File: config.mk
export PLATFORM = sky130hd
export DESIGN_NAME = imem_access_arbiter
export DESIGN_NICKNAME = d
export VERILOG_FILES = /design/src/rtl/imem_arb_pkg.sv /design/src/rtl/imem_rd_tag_pipe.sv /design/src/rtl/imem_access_arbiter.sv
export SDC_FILE = /design/constraint.sdc
export NUM_CORES = 1
export LEC_CHECK = 0
export ABC_AREA = 0
export BUFFER_PORTS_ARGS = -buffer_cell sky130_fd_sc_hd__buf_2
export CAP_MARGIN = 10
export CORE_AREA = 2 2 83 85
export CTS_CLUSTER_DIAMETER = 40
export DETAILED_ROUTE_END_ITERATION = 6
export DIE_AREA = 0 0 85 87
export GPL_TIMING_DRIVEN = 0
export SETUP_SLACK_MARGIN = 0.02
export SKIP_CTS_REPAIR_TIMING = 1
export SYNTH_ARGS = -nofsm -noshare
export SYNTH_HDL_FRONTEND = slang
export SYNTH_SLANG_ARGS = --single-unit
File: constraint.sdc
create_clock -name clk -period 2.72 [get_ports clk]
set_clock_uncertainty 0.2 [all_clocks]
set_input_delay 0.272 -clock clk [delete_from_list [all_inputs] [get_ports clk]]
set_output_delay 0.272 -clock clk [all_outputs]
set_load 0.01 [all_outputs]
File: src/rtl/imem_arb_pkg.sv
// Shared constants and types for the instruction-RAM access arbiter.
// The tag follows each granted read through the latency pipe back to its port.
package imem_arb_pkg;

   localparam int DEF_ADDR_W = 10;
   localparam int DEF_DATA_W = 32;

   localparam logic PORT_FETCH  = 1'b0;
   localparam logic PORT_LOADER = 1'b1;

   typedef struct packed {
      logic valid;
      logic id;
   } tag_t;

endpackage

File: src/rtl/imem_rd_tag_pipe.sv
// Delay line that carries read tags for DEPTH cycles.
// It advances only when en is high, so it stays in step with a clock-enabled RAM.
module imem_rd_tag_pipe
   import imem_arb_pkg::*;
#(
   parameter int DEPTH = 1
)(
   input  logic clk,
   input  logic reset,
   input  logic en,
   input  tag_t tag_in,
   output tag_t tag_out
);

   tag_t stage_q [DEPTH];
   tag_t stage_d [DEPTH];

   genvar gi;
   generate
      for (gi = 0; gi < DEPTH; gi++) begin : g_stage
         if (gi == 0) begin : g_head
            always_comb begin
               stage_d[gi] = stage_q[gi];
               if (en) stage_d[gi] = tag_in;
            end
         end else begin : g_body
            always_comb begin
               stage_d[gi] = stage_q[gi];
               if (en) stage_d[gi] = stage_q[gi-1];
            end
         end

         always_ff @(posedge clk or posedge reset) begin
            if (reset) stage_q[gi] <= '0;
            else       stage_q[gi] <= stage_d[gi];
         end
      end
   endgenerate

   assign tag_out = stage_q[DEPTH-1];

endmodule

File: src/rtl/imem_access_arbiter.sv
// Lets the instruction-fetch port and the loader/debug port share one single-port RAM.
// Fetch has priority, but only for a bounded run of contended cycles.
module imem_access_arbiter
   import imem_arb_pkg::*;
#(
   parameter int ADDR_W        = DEF_ADDR_W,
   parameter int DATA_W        = DEF_DATA_W,
   parameter int RD_LATENCY    = 1,
   parameter int MAX_FETCH_RUN = 4
)(
   input  logic                clk,
   input  logic                reset,
   input  logic                hold,
   input  logic [ADDR_W-1:0]   f_address,
   input  logic                f_read,
   output logic                f_waitrequest,
   output logic [DATA_W-1:0]   f_readdata,
   output logic                f_readdatavalid,
   input  logic [ADDR_W-1:0]   l_address,
   input  logic                l_read,
   input  logic                l_write,
   input  logic [DATA_W/8-1:0] l_byteenable,
   input  logic [DATA_W-1:0]   l_writedata,
   output logic                l_waitrequest,
   output logic [DATA_W-1:0]   l_readdata,
   output logic                l_readdatavalid,
   output logic [ADDR_W-1:0]   mem_address,
   output logic [DATA_W/8-1:0] mem_byteenable,
   output logic                mem_chipselect,
   output logic                mem_write,
   output logic [DATA_W-1:0]   mem_writedata,
   output logic                mem_clken,
   input  logic [DATA_W-1:0]   mem_readdata
);

   localparam int         BE_W    = DATA_W / 8;
   localparam logic [3:0] RUN_MAX = 4'(MAX_FETCH_RUN);

   logic [3:0] run_q, run_d;
   logic       f_req, l_req;
   logic       grant_f, grant_l;
   tag_t       tag_in, tag_out;

   assign f_req = f_read;
   assign l_req = l_read | l_write;

   always_comb begin
      grant_f = 1'b0;
      grant_l = 1'b0;
      if (!reset && !hold) begin
         if (f_req && l_req) begin
            if (run_q == RUN_MAX) grant_l = 1'b1;
            else                  grant_f = 1'b1;
         end else begin
            grant_f = f_req;
            grant_l = l_req;
         end
      end
   end

   // An uncontended fetch grant neither extends nor breaks the run.
   always_comb begin
      run_d = run_q;
      if (!hold) begin
         if (grant_l || !f_req)
            run_d = '0;
         else if (grant_f && l_req && run_q != RUN_MAX)
            run_d = run_q + 4'd1;
      end
   end

   always_ff @(posedge clk or posedge reset) begin
      if (reset) run_q <= '0;
      else       run_q <= run_d;
   end

   assign f_waitrequest  = f_req & ~grant_f;
   assign l_waitrequest  = l_req & ~grant_l;

   assign mem_address    = grant_l ? l_address : f_address;
   assign mem_byteenable = grant_l ? l_byteenable : {BE_W{1'b1}};
   assign mem_chipselect = grant_f | grant_l;
   assign mem_write      = grant_l & l_write;
   assign mem_writedata  = l_writedata;
   assign mem_clken      = ~hold;

   // Read+write together is a write, so it carries no tag.
   always_comb begin
      tag_in.valid = grant_f | (grant_l & l_read & ~l_write);
      tag_in.id    = grant_l ? PORT_LOADER : PORT_FETCH;
   end

   imem_rd_tag_pipe #(
      .DEPTH (RD_LATENCY)
   ) u_tag_pipe (
      .clk     (clk),
      .reset   (reset),
      .en      (~hold),
      .tag_in  (tag_in),
      .tag_out (tag_out)
   );

   // A tag parked during hold is presented once the pipe moves again.
   assign f_readdatavalid = tag_out.valid & ~hold & (tag_out.id == PORT_FETCH);
   assign l_readdatavalid = tag_out.valid & ~hold & (tag_out.id == PORT_LOADER);
   assign f_readdata      = mem_readdata;
   assign l_readdata      = mem_readdata;

endmodule

==> results.md, run 1 <==
* Clk_lat worst skew at between 0.2 and 0.25 ns
* Final setup margin at between 0.2 and 0.25 ns
* Average size of a mapped cell at between 8 and 9 sq um
* First-pass GRT wire length at roughly 5 mm
* Initial DRC count at 21
* Unique masters post-synth at 32
* Net Sw Frac at 0.308
* Clock power frac at 0.239
* Io pins at 211
* R2R Path Start: run_q[0]
* Clock sinks at 6
* HP Class: in -> reg
* DR WL/cell at 9.49 um
* DRT Pass-1 Iters at 2
* Fin util at 0.340
* Die area at 7400 sq um
* Clk root buf: clkbuf_8
* Slew Viols, Final at 0
* Worst hold slack at between 0.09 and 0.1 ns
* Fin crit period at 2.50 ns
* Die Y-Extent at ~87 um
* H-tree Lvls at 1
* Vias at around 1400
* Sequential area share after synthesis at 0.111
* Worst-path clk slew at approximately 0.04 ns
* Ratio of final minimum period to clock period at 0.919
* CP Launch Type: flop
* Total Wirelength at roughly 3.7 mm
* Rows at 30
* Setup violators final at 0
* Worst path required time at between 2 and 2.5 ns
* Inserted Diodes at 0
* Largest net degree at the start of global routing at 11
* Area delta synth->final at 64.7%
* Hold Path End: u_tag_pipe.tag_out[0]
* Final nets at 409
* CTS Buf Count at 3
* Number of synthesized register bits at 6
* Post-Syn Area at between 1000 and 1500 sq um
* Gr usage total at 0.0846
* Cells after Synth at 162
* Hold Path Origin: hold
* Share of flip-flops with an asynchronous set or reset at 1.00
* Switching power at ~0.00017 W
* Multi-input gate area at roughly 420 sq um
* CTS tree: built
* Max-slew headroom at 0.752
* Comb power frac at 0.582
* DRC viols at 0
* Vias in the first global route at between 1000 and 1500
* Syn. warnings at 0
* Critical setup path kind: reg -> out
* Worst Reg-to-Reg Cells at 8
* Sequential power share at 0.179
* Fillers at just under 700
* Antenna violations before repair at 0
* Routability congestion estimate at about 0.79
* Core ar. at around 6600 sq um
* Worst-path fanout max at 10
* Crit end category: primary output
* Post-Place Setup Slack at 0.431 ns
* Fraction of layout cells with a size suffix above 1 at 0.842
* ANT nets after route at 0
* Final Hold Viols at 0
* Initial Util at 0.206
* FF-to-FF setup slack at roughly 0.9 ns
* Area share of the largest cell type after synthesis at 0.532
* Synth top area cells: buf_4, dfrtp_1, mux2_4
* Crit Reg-Reg Endpoint: run_q[2]
* Register area at around 150 sq um
* Yosys top cell by area: buf_4
* Max Freq at 400 MHz
* Slew @ Worst Pin at approximately 0.37 ns
* Pwr/cell area at ~250 nW/um^2
* RSZ-0062 raised after global routing: no
* Number of synthesized flops with an enable pin at 0
* Longest Clk Path Bufs at 2
* Ys flop type: dfrtp_1
* Leak at roughly 1.3 nW
* Worst EP arrival at 2.03 ns
* Power Internal at 0.000384 W
* Fin Setup TNS at 0 ns
* IO buf count at approximately 150
* Mapped Nets at 258
* Post-synth top cells: buf_4, mux2_4, dfrtp_1
* Die X at approximately 85 um
* Hold Path Depth at 2
* Most common cell in the netlist: buf_4
* HPWL Detailed at ~3.4 mm
* Status: completed
* Grt total ovfl at 0
* Drt via density at about 3.7
* Max_cap viols at 0
* Peak supply drop at around 0.00019 V
[kinds of logic after synthesis]
family          Yosys count  share of synthesized area
simple gates             29                      0.130
fa+ha+maj                 2                     0.0185
mux                      11                      0.113
compound gates           10                     0.0508
flops                     6                      0.111
buf+inv                 104                      0.577
[sequential cells by signal, indices dropped and copies added, names as in the netlist]
| register | cells |
|---|---|
| run_q | 4 |
| u_tag_pipe.tag_out | 2 |
[power groups by stage]
stage | combinational (W) | clock, W | sequential, W
2_1_floorplan | 0.000211 | 0 | 0.0000989
3_3_place_gp | 0.000325 | 0 | 0.000100
3_5_place_dp | 0.000327 | 0 | 0.000100
4_1_cts | 0.000328 | 0.000138 | 0.0000990
5_1_grt | 0.000352 | 0.000146 | 0.0000995
6_report | 0.000323 | 0.000133 | 0.0000990
[worst max-delay path, stage by stage (launching register included)]
cell      delay [ns]
dfrtp_1         0.40
inv_1           0.09
ha_1            0.14
nand3b_1        0.10
and3b_1         0.19
buf_6           0.14
nor2_4          0.13
buf_12          0.16
mux2_4          0.30
buf_2           0.14
[area by class of cell]
cell class / instances / area share
Multi-Input combinational cell: 52 / 0.189
Buffer: 99 / 0.342
Timing Repair Buffer: 146 / 0.330
Clock buffer: 3 / 0.0185
Inverter: 5 / 0.00841
Tap cell: 80 / 0.0448
Sequential cell: 6 / 0.0673
[stage by stage]
step | area (sq um) | std cells | power (W)
after floorplan | 1360 | 162 | 0.000310
after global placement | 2180 | 387 | 0.000425
after detailed placement | 2180 | 387 | 0.000427
after CTS | 2220 | 390 | 0.000565
after global routing | 2230 | 391 | 0.000598
final | 2230 | 391 | 0.000555
[worst max-delay path by stage]
stage	from	endpoint	cells past startpoint
after floorplan	run_q[0]	mem_address[0]	8
after global placement	run_q[0]	mem_address[7]	9
after detailed placement	run_q[0]	mem_address[7]	9
after CTS	run_q[0]	mem_address[7]	9
after global routing	run_q[0]	mem_address[7]	9
final	run_q[0]	mem_address[7]	9
[placed cells by master, fill, tap and decap left out, types with 2 or more instances in the layout]
| master | count |
|---|---|
| o21ai_0 | 3 |
| buf_6 | 2 |
| nand2_1 | 4 |
| nor2_1 | 5 |
| clkbuf_8 | 3 |
| mux2_2 | 2 |
| mux2_4 | 8 |
| dfrtp_1 | 6 |
| buf_4 | 96 |
| nand3_1 | 2 |
| and2_1 | 2 |
| ha_1 | 2 |
| buf_2 | 145 |
| nor3_1 | 2 |
| or3_1 | 5 |
| inv_1 | 5 |
[layer usage]
metal  vias to the layer above  GRT usage  wire length, um
li1                        725          -                -
met2                       113      0.159             1970
met5                         -          0                0
met4                         0     0.0216               23
met1                       599     0.0914             1180
met3                         4     0.0265              535
Note: power is estimated with default switching activity, not from simulation.
==> run 2: changes to the inputs <==
--- a/config.mk
+++ b/config.mk
@@ -8,13 +8,15 @@
 export ABC_AREA = 0
 export BUFFER_PORTS_ARGS = -buffer_cell sky130_fd_sc_hd__buf_2
 export CAP_MARGIN = 10
-export CORE_AREA = 2 2 83 85
+export CORE_AREA = 2 2 82 84
 export CTS_CLUSTER_DIAMETER = 40
+export CTS_CLUSTER_SIZE = 10
 export DETAILED_ROUTE_END_ITERATION = 6
-export DIE_AREA = 0 0 85 87
+export DIE_AREA = 0 0 84 86
 export GPL_TIMING_DRIVEN = 0
 export SETUP_SLACK_MARGIN = 0.02
 export SKIP_CTS_REPAIR_TIMING = 1
 export SYNTH_ARGS = -nofsm -noshare
 export SYNTH_HDL_FRONTEND = slang
+export SYNTH_HIERARCHICAL = 1
 export SYNTH_SLANG_ARGS = --single-unit
==> results.md, run 2 <==
* Status: completed
* Fin Setup TNS at 0 ns (unchanged)
* Worst Reg-to-Reg Cells at 6 (-2)
* Crit end category: primary output
* Sequential area share after synthesis at 0.114 (+0.00316)
* R2R Path Start: run_q[0]
* Antenna violations before repair at 0 (unchanged)
* Pwr/cell area at 289 nW/um^2 (+16%)
* Grt total ovfl at 0 (unchanged)
* Critical setup path kind: reg -> out
* H-tree Lvls at 1 (unchanged)
* Gr usage total at 0.0907 (+0.00612)
* CP bufs+invs at 3 (-1)
* Rows at 29 (-3.3%)
* Max-slew headroom at 0.690 (-0.0626)
* Fin util at 0.350 (+0.0104)
* Unique masters post-synth at 32 (unchanged)
* Clk root buf: clkbuf_8
* Slowest cell on crit path: dfrtp_1
* Slew Viols, Final at 0 (unchanged)
* Max reg flops at 4 (unchanged)
* HPWL Detailed at 3.29 mm (-2.7%)
* Commonest non-fill, non-tap cells in the layout: buf_2, buf_4, mux2_2
* Core ar. at 6280 sq um (-4.4%)
* Placed insts at 382 (-1.3%)
* Final nets at 408 (-0.24%)
* DR WL/cell at 9.13 um (-3.8%)
* Worst path required time at 2.25 ns (about the same)
* RSZ-0062 raised after global routing: no
* Drt via density at 3.73 (+1.2%)
* Clk_lat worst skew at 0.22 ns (about the same)
* DRT Pass-1 Iters at 4 (+2)
* Syn. warnings at 6 (+6)
* Die Y-Extent at 86 um (-1.1%)
* Largest net degree at the start of global routing at 11 (unchanged)
* Total Wirelength at 3.53 mm (-4.8%)
* Crit Reg-Reg Endpoint: u_tag_pipe/tag_out[0]
* Leading cell type in the layout, fill and taps excluded: buf_2
* Worst-path clk slew at 0.04 ns (about the same)
* Mapped Nets at 256 (-0.78%)
* Non-Filler Instances at 387 (-1.0%)
* CTS Buf Count at 3 (unchanged)
* Inserted Diodes at 0 (unchanged)
* CP Launch Type: flop
* Io pins at 211 (unchanged)
* Cells after Synth at 160 (-1.2%)
* Worst-path fanout max at 6 (-4)
* Crit path capture: mem_address[6]
* Synth Area in XOR/XNOR at 0 (unchanged)
* First-pass GRT wire length at 5.49 mm (+8.6%)
* Worst EP arrival at 2.08 ns (+0.05 ns)
* Setup violators final at 0 (unchanged)
* Slew @ Worst Pin at 0.466 ns (+0.0940 ns)
* Vias in the first global route at 1326 (+13%)
* ANT nets after route at 0 (unchanged)
* Initial Util at 0.210 (+0.00360)
* Routability congestion estimate at 0.727 (-8.4%)
* Pwr Total at 0.000635 W (+14%)
* Ys flop type: dfrtp_1
* Number of synthesized register bits at 6 (unchanged)
* Crit path largest cell delay at 0.39 ns (about the same)
* CP Launch Point: run_q[0]
* Die area at 7220 sq um (-2.3%)
* Fillers at 647 (-6.4%)
* Fin crit period at 2.55 ns (+0.0521 ns)
* Mux contribution to synthesized area at 0.110 (-0.00249)
* Longest Clk Path Bufs at 2 (unchanged)
* Fraction of layout cells with a size suffix above 1 at 0.832 (-0.0102)
* Post-Synth Adder-Cell Area at 0.0190 (+0.000526)
* Worst hold slack at 0.310 ns (+0.214 ns)
* Number of synthesized flops with an enable pin at 0 (unchanged)
* DRC viols at 0 (unchanged)
* Max_cap viols at 0 (unchanged)
* FF-to-FF setup slack at 0.96 ns (+0.06 ns)
* WP depth at 7 (-2)
* Peak supply drop at 0.000165 V (-11%)
* Synth top area cells: buf_4, dfrtp_1, mux2_2
* Post-synth top cells: buf_4, mux2_2, dfrtp_1, inv_1
* Yosys top cell by area: buf_4
* Post-synthesis simple-gate area fraction at 0.103 (-0.0276)
* Most common cell in the netlist: buf_4
* Max Freq at 392 MHz (-2.0%)
* Ratio of final minimum period to clock period at 0.938 (+0.0191)
* Largest family of logic cells by synthesized area: buffers and inverters
* Share of flip-flops with an asynchronous set or reset at 1.00 (unchanged)
* Post-Syn Area at 1320 sq um (-2.8%)
* Largest register by flop count: run_q
* Final Hold Viols at 0 (unchanged)
* Die X at 84 um (-1.2%)
* HP Class: in -> async
* Area share of the largest cell type after synthesis at 0.547 (+0.0152)
* Average size of a mapped cell at 8.23 sq um (-1.6%)
* Initial DRC count at 13 (-38%)
* Delay-heaviest family, CP: buffers and inverters
* CTS tree: built
* IO buf count at 145 (unchanged)
* Vias at 1444 (+0.21%)
* Ordered cell list for the critical path: inv_1, ha_1, nand3b_2, a2111oi_4, buf_4, mux2_2, buf_2
* Post-synthesis compound-gate area fraction at 0.0788 (+0.0280)
* Clock sinks at 6 (unchanged)
* Area delta synth->final at 66.9%
* Leak at 1.30 nW (-1.9%)
run 2: worst register-to-register path: stages, from the launching register on:
cell,delay [ns]
dfrtp_1,0.39
inv_1,0.08
ha_1,0.16
nand3b_2,0.14
a2111oi_4,0.37
buf_6,0.19
mux2_2,0.15
run 2: routing by layer:
metal,wire [um],GRT usage,up-vias
met5,0,0,-
met4,29,0.0264,0
met3,483,0.0164,4
met2,1860,0.178,116
met1,1160,0.0987,598
li1,-,-,726
run 2: kinds of logic (layout without fill, tap and decap cells):
logic type / count (synthesis) / in the layout
AOI/OAI and AO/OA: 13 / 13
adders and majority gates: 2 / 2
buffers and inverters: 104 / 254
DFF: 6 / 6
muxes: 13 / 13
and+or+nand+nor: 22 / 22
run 2: worst min path at each step:
| stage | startpoint | end | slack (ns) |
|---|---|---|---|
| 2_1_floorplan | reset | u_tag_pipe/tag_out[0] | -0.19 |
| 3_3_place_gp | reset | u_tag_pipe/tag_out[1] | -0.005 |
| 3_5_place_dp | reset | u_tag_pipe/tag_out[1] | 0.0007 |
| 4_1_cts | reset | u_tag_pipe/tag_out[0] | -0.24 |
| 5_1_grt | reset | u_tag_pipe/tag_out[0] | 0.33 |
| 6_report | reset | u_tag_pipe/tag_out[0] | 0.31 |
run 2: layout make-up:
type / instances / area, sq um / share of cell area
Timing Repair Buffer: 147 / 743 / 0.338
Buffer: 99 / 739 / 0.336
Multi-Input combinational cell: 50 / 409 / 0.186
Sequential cell: 6 / 150 / 0.0683
Tap cell: 77 / 96.3 / 0.0438
Clock buffer: 3 / 41.3 / 0.0188
Inverter: 5 / 18.8 / 0.00854
run 2: through the flow:
step                area (sq um)  setup slack [ns]
global route                2200            0.0488
global placement            2140            0.0679
finish                      2200             0.169
floorplan                   1320             0.405
detailed placement          2140            0.0667
CTS                         2180            -0.194
run 2: report_power, final:
group          internal (W)  leakage, nW  total (W)  switching (W)
combinational      0.000220         1.20   0.000383       0.000163
sequential         0.000104       0.0800   0.000120      0.0000161
clock             0.0000949       0.0216   0.000131      0.0000366
